File: src/rtl/ex_mem_pipe_reg.sv
// EX->MEM pipeline register with a 2-entry skid buffer, flush and stall counter.
// Latency: 1 cycle from in_fire to out_valid; full throughput with out_ready high.
// Backpressure: registered in_ready drops once the skid entry is occupied; skid absorbs the in-flight beat.
module ex_mem_pipe_reg #(
  parameter int DATA_W     = 32,
  parameter int REG_ADDR_W = 5,
  parameter int CTRL_W     = 8,
  parameter int CNT_W      = 16
) (
  input  logic                  clk,
  input  logic                  rst,
  input  logic                  flush,
  input  logic                  in_valid,
  output logic                  in_ready,
  input  logic [DATA_W-1:0]     alu_result_in,
  input  logic [DATA_W-1:0]     store_data_in,
  input  logic [REG_ADDR_W-1:0] wr_reg_in,
  input  logic [CTRL_W-1:0]     ctrl_in,
  output logic                  out_valid,
  input  logic                  out_ready,
  output logic [DATA_W-1:0]     alu_result_out,
  output logic [DATA_W-1:0]     store_data_out,
  output logic [REG_ADDR_W-1:0] wr_reg_out,
  output logic [CTRL_W-1:0]     ctrl_out,
  output logic [1:0]            occupancy,
  output logic [CNT_W-1:0]      stall_cnt
);

  // State encoding doubles as the occupancy count.
  localparam logic [1:0] EMPTY = 2'd0;
  localparam logic [1:0] FULL  = 2'd1;
  localparam logic [1:0] SKID  = 2'd2;

  logic [1:0]            state_q, state_d;
  logic                  in_ready_q, in_ready_d;
  logic [DATA_W-1:0]     main_alu_q, main_alu_d, skid_alu_q, skid_alu_d;
  logic [DATA_W-1:0]     main_st_q, main_st_d, skid_st_q, skid_st_d;
  logic [REG_ADDR_W-1:0] main_wr_q, main_wr_d, skid_wr_q, skid_wr_d;
  logic [CTRL_W-1:0]     main_ctrl_q, main_ctrl_d, skid_ctrl_q, skid_ctrl_d;
  logic [CNT_W-1:0]      stall_q, stall_d;

  logic out_valid_w;
  logic in_fire;
  logic out_fire;

  assign out_valid_w = (state_q != EMPTY);
  assign in_fire     = in_valid & in_ready_q;
  assign out_fire    = out_valid_w & out_ready;

  // Next-state: entry movement between input, main and skid; flush overrides all moves.
  always_comb begin
    state_d     = state_q;
    main_alu_d  = main_alu_q;
    main_st_d   = main_st_q;
    main_wr_d   = main_wr_q;
    main_ctrl_d = main_ctrl_q;
    skid_alu_d  = skid_alu_q;
    skid_st_d   = skid_st_q;
    skid_wr_d   = skid_wr_q;
    skid_ctrl_d = skid_ctrl_q;

    case (state_q)
      EMPTY: begin
        if (in_fire) begin
          main_alu_d  = alu_result_in;
          main_st_d   = store_data_in;
          main_wr_d   = wr_reg_in;
          main_ctrl_d = ctrl_in;
          state_d     = FULL;
        end
      end
      FULL: begin
        if (in_fire && out_fire) begin
          main_alu_d  = alu_result_in;
          main_st_d   = store_data_in;
          main_wr_d   = wr_reg_in;
          main_ctrl_d = ctrl_in;
        end else if (in_fire) begin
          skid_alu_d  = alu_result_in;
          skid_st_d   = store_data_in;
          skid_wr_d   = wr_reg_in;
          skid_ctrl_d = ctrl_in;
          state_d     = SKID;
        end else if (out_fire) begin
          // Keep ctrl_out at zero whenever nothing valid is presented.
          main_ctrl_d = '0;
          state_d     = EMPTY;
        end
      end
      SKID: begin
        if (out_fire) begin
          main_alu_d  = skid_alu_q;
          main_st_d   = skid_st_q;
          main_wr_d   = skid_wr_q;
          main_ctrl_d = skid_ctrl_q;
          state_d     = FULL;
        end
      end
      default: state_d = EMPTY;
    endcase

    // Flush discards everything, including a beat accepted this cycle; data stays stale.
    if (flush) begin
      state_d     = EMPTY;
      main_alu_d  = main_alu_q;
      main_st_d   = main_st_q;
      main_wr_d   = main_wr_q;
      skid_alu_d  = skid_alu_q;
      skid_st_d   = skid_st_q;
      skid_wr_d   = skid_wr_q;
      main_ctrl_d = '0;
      skid_ctrl_d = '0;
    end
  end

  // Ready is registered from the next state so no input-to-ready combinational path exists.
  always_comb begin
    in_ready_d = (state_d != SKID);
  end

  // Stall counter saturates at all-ones; only reset clears it.
  always_comb begin
    stall_d = stall_q;
    if (out_valid_w && !out_ready && (stall_q != {CNT_W{1'b1}})) begin
      stall_d = stall_q + 1'b1;
    end
  end

  // State registers with synchronous reset.
  always_ff @(posedge clk) begin
    if (rst) begin
      state_q     <= EMPTY;
      in_ready_q  <= 1'b0;
      main_alu_q  <= '0;
      main_st_q   <= '0;
      main_wr_q   <= '0;
      main_ctrl_q <= '0;
      skid_alu_q  <= '0;
      skid_st_q   <= '0;
      skid_wr_q   <= '0;
      skid_ctrl_q <= '0;
      stall_q     <= '0;
    end else begin
      state_q     <= state_d;
      in_ready_q  <= in_ready_d;
      main_alu_q  <= main_alu_d;
      main_st_q   <= main_st_d;
      main_wr_q   <= main_wr_d;
      main_ctrl_q <= main_ctrl_d;
      skid_alu_q  <= skid_alu_d;
      skid_st_q   <= skid_st_d;
      skid_wr_q   <= skid_wr_d;
      skid_ctrl_q <= skid_ctrl_d;
      stall_q     <= stall_d;
    end
  end

  assign in_ready       = in_ready_q;
  assign out_valid      = out_valid_w;
  assign alu_result_out = main_alu_q;
  assign store_data_out = main_st_q;
  assign wr_reg_out     = main_wr_q;
  assign ctrl_out       = main_ctrl_q;
  assign occupancy      = state_q;
  assign stall_cnt      = stall_q;

endmodule

File: config.mk
export PLATFORM = sky130hd
export DESIGN_NAME = ex_mem_pipe_reg
export DESIGN_NICKNAME = d
export VERILOG_FILES = /design/src/rtl/ex_mem_pipe_reg.sv
export SDC_FILE = /design/constraint.sdc
export NUM_CORES = 1
export LEC_CHECK = 0
export ABC_AREA = 1
export BUFFER_PORTS_ARGS = -buffer_cell sky130_fd_sc_hd__buf_2
export CORE_AREA = 2 2 176 178
export CTS_CLUSTER_DIAMETER = 100
export DETAILED_ROUTE_END_ITERATION = 10
export DIE_AREA = 0 0 178 180
export SLEW_MARGIN = 20
export SYNTH_ARGS = -nofsm -noshare
export SYNTH_HDL_FRONTEND = slang
export SYNTH_SLANG_ARGS = --single-unit
File: constraint.sdc
create_clock -name clk -period 3.8 [get_ports clk]
set_input_delay 1.14 -clock clk [delete_from_list [all_inputs] [get_ports clk]]
set_output_delay 1.14 -clock clk [all_outputs]
set_load 0.03 [all_outputs]
==> flow_summary.toml, run 1 <==
[grt]
grt_max_degree = 70
grt_remaining_overflow = 0
antenna_found_initial = 4
grt_pass1_vias = 7283
grt_pass1_wl_um = 37750
track_usage_pct = 14.77

[setup_path]
critPathSlowestCell = "dfxtp_1"
cp-start-kind = "register"
critPathMaxStageDelay_ns = 0.46
crit_buf_inv = 3
crit_family = "flip-flops"
worst_setup_path_end_kind = "output pin"
critPathKind = "register to output pin"
crit_arrival_ns = 1.64
required_ns = 2.66
path_max_fanout = 7
cp_cell_sequence = "inv_1 > ha_1 > inv_2 > buf_2"

[drt]
routed_wirelength_um = 22930
first_iter_violations = 336
wl_per_cell_um = 13.90
vias = 7331
met1_length_um = 10430
wl_met2_um = 10930
firstDrtPassIters = 4
top_layer = "met5"
drt-vias-per-instance = 4.443
antenna_left = 0
drc = 0
route.met3.wl_um = 1229

[worst_hold_path]
hold_path_class = "register to register"

[cells_and_area]
design_area_um2 = 9271
final_core_utilization_pct = 30.71
multi_input_area_um2 = 3617
finalNonFillerCells = 1650
areaGrowthSynthToFinish_pct = 24.14
n_fill_cell = 3292
drive_above_1_share_pct = 18.69
regArea_um2 = 3463
fin_nets = 1326

[clock_network]
insertion_delay_ns = 0.44
cts_setup_buffers = 0
cts_buffer_depth = 2
cts_tree = "yes"
postCtsHoldBufs = 0
cts_resized = 0
cts_max_level = 4
cts_buffers = 17
cts_sinks = 173
clk_pin_slew_worst_paths_ns = 0.07
root_buffer = "clkbuf_16"

[logic_synthesis]
synthTopCellsByArea = "dfxtp_1 (46%), nand2_1 (18%), nor2_1 (9.2%), a21oi_1 (6.6%), o21ai_0 (6.2%)"
yosysTopAreaCellShare_pct = 46.37
synth-edff-count = 0
synth.top_cells.by_count = "nand2_1 (351), nor2_1 (183), dfxtp_1 (173)"
yosysMostFrequentCell = "nand2_1"
ys_warn_count = 0
synth_area_um2 = 7468
avgSynthCellArea_um2 = 6.783
netlist-cell-type-count = 25
ys_seq_elements = 173
yosys.area.top_type = "dfxtp_1"
syn_inst = 1101
postSynth.asyncResetShare_pct = 0
synth_flop_cell = "dfxtp_1"
ys_seq_area_share_pct = 46.37
syn_nets = 1188

[status]
status = "finished clean"

[timing]
tightest_slew_ns = 0.7892
finalMaxSlewViolations = 0
hold_ws_ns = 0.4592
fin_crit_ns = 2.784
hold_viol = 0
fin_skew_ns = 0.01101
finalCritPeriodShare_pct = 73.26
max_freq_ghz = 0.3592
tns_ns = 0
setup_viol = 0
slew_headroom_pct = 47.19
rsz0062_at_grt = "false"

[placed_design]
gp_congestion = 0.8606
numPortBuffers = 178
dpl.hpwl_um = 15480
placed_area_um2 = 8681
dp_cells = 1616

[floorplanning]
rows = 64
start_util_pct = 24.74
dieArea_um2 = 32040
die_w_um = 178
die_h_um = 180
io_pins = 179
core_area_um2 = 30190

[power_and_ir_drop]
p_leak_nw = 4.271
ir_drop_uv = 269.3
power.density_nw_per_um2 = 434.8

[run]
maxCapViolCount = 0
-- area by class of cell --
class,count,share of cell area (%)
Multi-Input combinational cell,831,39.01
Sequential cell,173,37.35
Timing Repair Buffer,189,10.80
Tap cell,396,5.344
Clock buffer,18,4.629
Clock inverter,14,1.687
Inverter,27,1.120
Antenna cell,2,0.05398
-- registers in the layout (all words and copies together), names as in the netlist --
register / cells
in_ready: 1
occupancy: 2
stall_cnt: 16
alu_result_out: 32
skid_ctrl_q: 8
skid_st_q: 32
skid_alu_q: 32
wr_reg_out: 5
store_data_out: 32
skid_wr_q: 5
ctrl_out: 8
-- through the flow --
stage          setup slack, ns  total power, mW
2_1_floorplan            1.502            2.152
3_3_place_gp            0.7849            2.301
3_5_place_dp            0.6902            2.303
4_1_cts                 0.9670            4.102
5_1_grt                 0.8945            4.223
6_report                 1.016            4.031
-- routing by layer --
layer | vias to the layer above | global-route usage [%]
met3 | 19 | 3.934
met5 | - | 0
met2 | 163 | 25.15
met4 | 4 | 4.590
li1 | 3803 | -
met1 | 3342 | 18.02
-- worst paths after layout --
| path | cells past startpoint | slack (ns) | to | from |
|---|---|---|---|---|
| worst max-delay path | 4 | 1.02 | out_valid | occupancy[0]$_SDFF_PP0_ |
| worst min-delay path | 2 | 0.46 | store_data_out[9]$_SDFFE_PP0P_ | store_data_out[9]$_SDFFE_PP0P_ |
| worst max register to register | 12 | 1.19 | skid_st_q[17]$_SDFFE_PP0P_ | occupancy[0]$_SDFF_PP0_ |
| worst min register to register | 2 | 0.46 | store_data_out[9]$_SDFFE_PP0P_ | store_data_out[9]$_SDFFE_PP0P_ |
-- logic make-up after synthesis --
family,count (synthesis),share of synthesized area (%)
AO/OA/AOI/OAI,194,13.05
XOR/XNOR,6,0.7036
adder cells (fa/ha/maj),5,0.8377
buffers and inverters,97,5.428
flip-flops,173,46.37
AND/OR/NAND/NOR,626,33.61
-- tightest hold or removal path, cell delays in order, from the launching register on --
cell	delay [ns]
dfxtp_1	0.31
nand2_1	0.06
a21oi_1	0.05
-- placed cells by master, fill, tap and decap left out, types with 3 or more instances in the layout --
cell        instances
ha_1                4
clkinvlp_4          3
nand2_1           351
buf_4              10
nand4_1             6
inv_1              22
nand2_2             3
inv_2               4
nand3_1            79
a21oi_1            99
xnor2_1             4
clkbuf_16          17
o21ai_0            93
buf_2             177
nor2_1            183
inv_6               5
dfxtp_1           173
-- where the power goes --
part	total (mW)	switching, mW	leakage (nW)	internal [mW]
sequential	1.88	0.0222	1.40	1.86
clock	1.77	0.793	0.280	0.982
combinational	0.378	0.262	2.59	0.116
(Power assumes the default switching activity.)
==> run 2: changes to the inputs <==
- clock period: 3.8 -> 2.4 ns (I/O delays scaled with it)
==> run 2 against run 1 <==
  * Sequential share of layout area shrank 0.55 points
  * Utilization is 0.46 points higher
  * Clock power increased by 55%
  * Largest cell class unchanged
==> flow_summary.toml, run 2 (synthesized netlist as in run 1, its figures left out) <==
[power_and_ir_drop]
ir_drop_uv = 445.7
power_frac_seq_pct = 47.0
power_mw = 6.337
p_sw_mw = 1.816
p_comb_share_pct = 9.8
clock_power_share_pct = 43.2
power.density_nw_per_um2 = 673.5
p_leak_nw = 4.360
intPower_mw = 4.522
swShare_pct = 28.65

[drt]
routed_wirelength_um = 23760
met1_length_um = 10890
route.met3.wl_um = 1403
top_layer = "met5"
drc = 0
vias = 7575
wl_met2_um = 11120
antenna_left = 0
firstDrtPassIters = 5
wl_per_cell_um = 14.26
first_iter_violations = 369
drt-vias-per-instance = 4.547

[floorplanning]
io_pins = 179
core_area_um2 = 30190
die_h_um = 180
rows = 64
dieArea_um2 = 32040
die_w_um = 178
start_util_pct = 24.74

[placed_design]
dpl.hpwl_um = 15600
placed_area_um2 = 8826
gp_congestion = 0.8839
numPortBuffers = 178

[timing]
fin_skew_ns = 0.01301
fin_crit_ns = 2.316
rsz0062_at_grt = "false"
hold_viol = 0
tns_ns = 0
slew_headroom_pct = 57.22
setup_viol = 0
finalMaxSlewViolations = 0
tightest_slew_ns = 0.6417
max_freq_ghz = 0.4318
finalCritPeriodShare_pct = 96.50

[cells_and_area]
n_fill_cell = 3242
final_common_cell = "nand2_1"
regArea_um2 = 3463
multi_input_area_um2 = 3617
drive_above_1_share_pct = 19.79
areaGrowthSynthToFinish_pct = 25.98
layout_common_cells = "nand2_1 (351), nor2_1 (183), buf_2 (177)"
design_area_um2 = 9409
fin_nets = 1342

[setup_path]
cp-start-kind = "register"
critPathKind = "register to output pin"
required_ns = 1.68
reg2reg_from = "occupancy[1]$_SDFF_PP0_"
worst_setup_path_end_kind = "output pin"
r2r_end = "store_data_out[3]$_SDFFE_PP0P_"
r2r_cells = 9
path_max_fanout = 5
crit_arrival_ns = 1.60
reg2reg_slack_ns = 0.21

[clock_network]
insertion_delay_ns = 0.45
cts_sinks = 173
cts_setup_buffers = 0
cts_buffers = 17
clk_pin_slew_worst_paths_ns = 0.07
cts_max_level = 4
cts_tree = "yes"
cts_resized = 0
cts_buffer_depth = 2
root_buffer = "clkbuf_16"
postCtsHoldBufs = 0

[worst_hold_path]
whs_path_depth = 2
hold_start = "store_data_out[5]$_SDFFE_PP0P_"
worstHoldEndpoint = "store_data_out[5]$_SDFFE_PP0P_"
hold_path_class = "register to register"

[status]
status = "finished clean"

[grt]
grt_pass1_vias = 7212
antenna_found_initial = 3
grt_remaining_overflow = 0
grt_pass1_wl_um = 38300
grt_max_degree = 70
track_usage_pct = 15.11

[run]
maxCapViolCount = 0
[run 2: critical path: stages, from the launching register on]
cell and delay (ns):
dfxtp_1 0.42, inv_1 0.13, ha_1 0.28, inv_2 0.09
buf_2 0.21
[run 2: final cells by class]
class | count | share of cell area, %
Multi-Input combinational cell | 831 | 38.44
Antenna cell | 2 | 0.05319
Timing Repair Buffer | 205 | 12.26
Tap cell | 396 | 5.266
Sequential cell | 173 | 36.81
Clock inverter | 15 | 1.543
Inverter | 27 | 1.104
Clock buffer | 17 | 4.521
[run 2: worst max path at each step]
stage | from | end | slack [ns] | cells after the start
final | occupancy[1]$_SDFF_PP0_ | out_valid | 0.08 | 4
after global routing | occupancy[1]$_SDFF_PP0_ | out_valid | 0.005 | 4
after global placement | out_ready | store_data_out[15]$_SDFFE_PP0P_ | 0.15 | 8
after floorplan | occupancy[0]$_SDFF_PP0_ | store_data_out[24]$_SDFFE_PP0P_ | 0.20 | 12
after CTS | occupancy[1]$_SDFF_PP0_ | out_valid | 0.06 | 4
after detailed placement | out_ready | store_data_out[5]$_SDFFE_PP0P_ | 0.13 | 8
[run 2: layer usage]
| metal | global-route usage, % | vias to the layer above |
|---|---|---|
| met5 | 0 | - |
| met4 | 4.623 | 2 |
| met3 | 3.997 | 26 |
| met2 | 24.84 | 185 |
| met1 | 19.23 | 3506 |
| li1 | - | 3856 |
[run 2: metrics by stage]
step                cells  hold slack, ns  utilization, %  worst slack, ns
global route         1664          0.4789           31.15         0.004522
floorplan            1101          0.4365               -           0.1998
CTS                  1664          0.4613           31.13          0.05539
finish               1666          0.4584           31.17          0.08407
global placement     1632          0.4477           29.24           0.1543
detailed placement   1632          0.4517           29.24           0.1262
[run 2: power by group through the flow]
stage / Clock [mW] / Combinational (mW) / Sequential, mW
after floorplan: 0 / 0.252 / 3.15
after global placement: 0 / 0.621 / 3.04
after detailed placement: 0 / 0.627 / 3.04
after CTS: 2.83 / 0.629 / 2.98
after global routing: 2.95 / 0.685 / 2.98
final: 2.74 / 0.621 / 2.98
